===== src/rtl/quad_decoder.sv =====
// Quadrature A/B decoder: synchroniser, glitch filter, post-reset hold-off, step/dir/err generation.
// x1 decoding by default; define QDEC_X4_EN for x4 decoding (every legal transition steps).
module quad_decoder #(
  parameter int SYNC_STAGES = 2,
  parameter int FILT_LEN    = 4
) (
  input  logic clk,
  input  logic rst,
  input  logic a_in,
  input  logic b_in,
  input  logic enable,
  input  logic err_clr,
  output logic step,
  output logic dir,
  output logic err,
  output logic err_sticky,
  output logic ready
);

  localparam int CW = $clog2(FILT_LEN + 1);
  localparam int HO = SYNC_STAGES + FILT_LEN;
  localparam int HW = $clog2(HO + 1);

  logic [SYNC_STAGES-1:0] a_sync_q, b_sync_q;
  logic [1:0]             syn;
  logic [1:0]             filt_q, filt_d;
  logic [CW-1:0]          cnt_q [2];
  logic [CW-1:0]          cnt_d [2];
  logic [HW-1:0]          ho_q, ho_d;
  logic                   holdoff;
  logic                   ready_q, ready_d;
  logic [1:0]             prev_q;
  logic                   step_q, step_d;
  logic                   err_q, err_d;
  logic                   dir_q, dir_d;
  logic                   sticky_q, sticky_d;
  logic                   fwd_mv, rev_mv, illegal, step_ev;

  // Gray-code successor in the forward direction, state packed as {A,B}
  function automatic logic [1:0] fwd_next(input logic [1:0] s);
    case (s)
      2'b00:   return 2'b10;
      2'b10:   return 2'b11;
      2'b11:   return 2'b01;
      default: return 2'b00;
    endcase
  endfunction

  always_ff @(posedge clk or posedge rst) begin
    if (rst) begin
      a_sync_q <= '0;
      b_sync_q <= '0;
    end else begin
      a_sync_q <= {a_sync_q[SYNC_STAGES-2:0], a_in};
      b_sync_q <= {b_sync_q[SYNC_STAGES-2:0], b_in};
    end
  end

  assign syn     = {a_sync_q[SYNC_STAGES-1], b_sync_q[SYNC_STAGES-1]};
  assign holdoff = (ho_q != HW'(HO));

  always_comb begin
    ho_d    = holdoff ? ho_q + HW'(1) : ho_q;
    ready_d = ready_q | ~holdoff;
    for (int i = 0; i < 2; i++) begin
      filt_d[i] = filt_q[i];
      cnt_d[i]  = '0;
      if (holdoff) begin
        filt_d[i] = syn[i];
      end else if (syn[i] != filt_q[i]) begin
        // the FILT_LEN-th consecutive differing sample commits the change
        if (cnt_q[i] == CW'(FILT_LEN - 1)) begin
          filt_d[i] = syn[i];
        end else begin
          cnt_d[i] = cnt_q[i] + CW'(1);
        end
      end
    end
  end

  always_comb begin
    fwd_mv   = 1'b0;
    rev_mv   = 1'b0;
    illegal  = 1'b0;
    step_ev  = 1'b0;
    step_d   = 1'b0;
    err_d    = 1'b0;
    dir_d    = dir_q;
    if (ready_q && (filt_q != prev_q)) begin
      if (filt_q == fwd_next(prev_q)) begin
        fwd_mv = 1'b1;
      end else if (prev_q == fwd_next(filt_q)) begin
        rev_mv = 1'b1;
      end else begin
        illegal = 1'b1;
      end
    end
`ifdef QDEC_X4_EN
    step_ev = fwd_mv | rev_mv;
`else
    step_ev = (fwd_mv && prev_q == 2'b00) || (rev_mv && prev_q == 2'b10);
`endif
    // direction keeps tracking motion even while pulses are suppressed
    if (step_ev) begin
      dir_d  = fwd_mv;
      step_d = enable;
    end
    if (illegal) begin
      err_d = enable;
    end
    sticky_d = (sticky_q & ~err_clr) | err_d;
  end

  always_ff @(posedge clk or posedge rst) begin
    if (rst) begin
      filt_q   <= '0;
      cnt_q[0] <= '0;
      cnt_q[1] <= '0;
      ho_q     <= '0;
      ready_q  <= 1'b0;
      prev_q   <= '0;
      step_q   <= 1'b0;
      err_q    <= 1'b0;
      dir_q    <= 1'b0;
      sticky_q <= 1'b0;
    end else begin
      filt_q   <= filt_d;
      cnt_q[0] <= cnt_d[0];
      cnt_q[1] <= cnt_d[1];
      ho_q     <= ho_d;
      ready_q  <= ready_d;
      prev_q   <= filt_q;
      step_q   <= step_d;
      err_q    <= err_d;
      dir_q    <= dir_d;
      sticky_q <= sticky_d;
    end
  end

  assign step       = step_q;
  assign dir        = dir_q;
  assign err        = err_q;
  assign err_sticky = sticky_q;
  assign ready      = ready_q;

endmodule


===== config.mk =====
export PLATFORM = sky130hd
export DESIGN_NAME = quad_decoder
export DESIGN_NICKNAME = d
export VERILOG_FILES = /design/src/rtl/quad_decoder.sv
export SDC_FILE = /design/constraint.sdc
export NUM_CORES = 1
export LEC_CHECK = 0
export ABC_AREA = 1
export BUFFER_PORTS_ARGS = -buffer_cell sky130_fd_sc_hd__buf_2
export CAP_MARGIN = 20
export CORE_MARGIN = 2
export CORE_UTILIZATION = 35
export DETAILED_ROUTE_END_ITERATION = 8
export SLEW_MARGIN = 10
export SYNTH_ARGS = -nofsm -noshare
export SYNTH_HDL_FRONTEND = slang
export SYNTH_SLANG_ARGS = --single-unit

===== constraint.sdc =====
create_clock -name clk -period 1.42 [get_ports clk]
set_clock_uncertainty 0.05 [all_clocks]
set_input_delay 0.284 -clock clk [delete_from_list [all_inputs] [get_ports clk]]
set_output_delay 0.284 -clock clk [all_outputs]
set_load 0.01 [all_outputs]

==> flow_summary.toml <==
[yosys]
ys_types = 23
yosys-top-cells-count = "nand2_1, dfrtp_1, inv_1"
avgSynthCellArea_um2 = 9.996
yosysTopAreaCellShare = 0.5922
yosys_warnings = 0
yosys.area.top_type = "dfrtp_1"
syn-num-nets = 103
netlist_instances = 93
ys_ff_latch = 22
synth_area_leaders = "dfrtp_1, nand2_1, ha_1, inv_1, nor2_1"
synth_edf_count = 0
ys.flop_type = "dfrtp_1"
syn-cell-area_um2 = 929.6
synth-async-reset-ratio = 1.000
ys_seq_area_frac = 0.5922
synth.most_common_cell = "nand2_1"

[cells_and_area]
drive_above_1_share = 0.2364
layout.nets = 121
area_growth_pct = 18.57
fill_cells = 251
num_antenna_cells = 0
finish.utilization = 0.4409
final-seq-area_um2 = 550.5
final_cell_count_no_fill = 140
multi_input_area_um2 = 331.6

[clocking]
post-cts-setup-buffers = 0
cts_buffer_depth = 2
cts-root-buf = "clkbuf_4"
cts_tree = "built"
cts_inserted_buffers = 3
htree_num_levels = 1
clock-sinks = 22
path_clk_slew_ps = 120
insertion_delay_ps = 300

[routing]
dr.max_layer_used = "met3"
drc = 0
wl_met2_um = 745
wl_per_cell_um = 10.17
avgViaCountPerCell = 4.600
vias = 644
antenna_left = 0
wl_met1_um = 608
wl_met3_um = 69
drt-total-wl_um = 1424
drt-pass1-iter-count = 4
drt-initial-drc-count = 6

[critical_path]
required_ps = 1570
crit_path_start_kind = "flop"
end_kind = "flop"
slowest_stage = "dfrtp_1"
critPathKind = "reg -> reg"
critPathTopFamily = "simple AND/OR/NAND/NOR gates"
crit_fanout = 7
crit_path_cell_trace = "inv_1, ha_1, nand2_1, inv_2, or2_2"
critPathArrivalTime_ps = 1470
max_stage_delay_ps = 400
cp_num_buf_inv = 2

[placed_design]
gp_routability_congestion = 0.7766
hpwl_um = 1099
place_inst = 134
io_buffers = 10

[floorplan]
die_width_um = 55.54
row_count = 18
die_y_um = 55.54
die-area_mm2 = 0.003084
num_io_pins = 11
core_area_mm2 = 0.002500
start_util = 0.3719

[global_route]
grt_pass1_wl_um = 2608
grt_max_degree = 23
antenna_found_initial = 0
grt_pass1_vias = 666
grt.total_usage = 0.1081
overflow = 0

[pwr]
p_leak_nw = 0.5752
ir_drop_mv = 1.062
power.density_mw_per_mm2 = 1897

[outcome]
status = "completed"

[sta]
maxSlewViolCount = 0
final_hold_viol_count = 0
rsz0062_at_grt = "false"
setup_tns_ps = 0
post-route-min-period_ps = 1327
worstMarginPinSlew_ps = 277.7
max_clock_freq_mhz = 753.9
hold_ws_ps = 29.67
slew_headroom = 0.8135
fin_crit_sh = 0.9342
setup_violations = 0

[min_path]
worstHoldPathType = "in -> reg"

[job]
drv_cap = 0
where the power goes:
part	switching (mW)	total (mW)	internal [mW]
clock network	0.183	0.468	0.285
registers	0.126	0.905	0.779
logic	0.405	0.718	0.313
total	0.715	2.09	1.38
final timing paths:
kind / startpoint / end / slack (ps) / cells after the start
min in group asynchronous: rst / ho_q[2]$_DFFE_PP0N_ / 480 / 4
max: ho_q[0]$_DFFE_PP0N_ / ready$_DFF_PP0_ / 90 / 5
max reg2reg: ho_q[0]$_DFFE_PP0N_ / ready$_DFF_PP0_ / 90 / 5
max in group asynchronous: rst / step$_DFF_PP0_ / 620 / 4
min reg2reg: a_sync_q[0]$_DFF_PP0_ / a_sync_q[1]$_DFF_PP0_ / 310 / 0
min: b_in / b_sync_q[0]$_DFF_PP0_ / 30 / 1
layer usage:
| metal | vias up | GRT usage |
|---|---|---|
| met4 | 0 | 0.02091 |
| li1 | 323 | - |
| met3 | 0 | 0.04215 |
| met2 | 14 | 0.1956 |
| met5 | - | 0 |
| met1 | 307 | 0.1199 |
metrics by stage:
stage | worst slack (ps) | cell area [um^2] | total power [mW]
2_1_floorplan | 197.7 | 929.6 | 1.470
4_1_cts | 85.42 | 1087 | 2.117
3_5_place_dp | 113.6 | 1025 | 1.638
3_3_place_gp | 173.0 | 1025 | 1.605
6_report | 93.48 | 1102 | 2.091
5_1_grt | 4.962 | 1102 | 2.261
kinds of logic after synthesis:
logic type / count (synthesis) / synth area share
xor+xnor: 4 / 0.04577
simple gates: 44 / 0.2194
compound gates: 5 / 0.03230
buf+inv: 14 / 0.05653
flops: 22 / 0.5922
fa+ha+maj: 4 / 0.05384
cells in the final DEF, fill, tap and decap left out, types with 2 or more instances in the layout:
cell type,instances
nand2_1,24
dfrtp_1,22
inv_1,11
buf_2,10
nor2_1,5
ha_1,4
nand3_1,3
clkbuf_4,3
or2_2,2
inv_2,2
xnor2_1,2
nor3_1,2
nand2_2,2
o21ai_0,2
dlygate4sd3_1,2
flip-flops by register name, indices dropped and copies added (netlist names), 2 cells and up:
name	cells
cnt_q	6
ho_q	3
a_sync_q	2
b_sync_q	2
filt_q	2
prev_q	2
layout make-up:
class | instances | share of cell area
multi-input combinational | 57 | 0.3008
timing repair buffer | 13 | 0.07037
tap | 30 | 0.03405
inverter | 14 | 0.04767
clock inverter | 1 | 0.02724
clock buffer | 3 | 0.02043
sequential | 22 | 0.4994
repair_timing:
item,in CTS,in global routing
setup endpoints to repair,0,1
hold buffers,1,1
endpoints found under the hold margin,22,1
resized for setup,0,1
worst reg2reg max path: stages, from the launching register on:
cell	delay (ps)
dfrtp_1	400
inv_1	60
ha_1	190
nand2_1	150
inv_2	90
or2_2	280
Power figures use the tool's default switching activity.
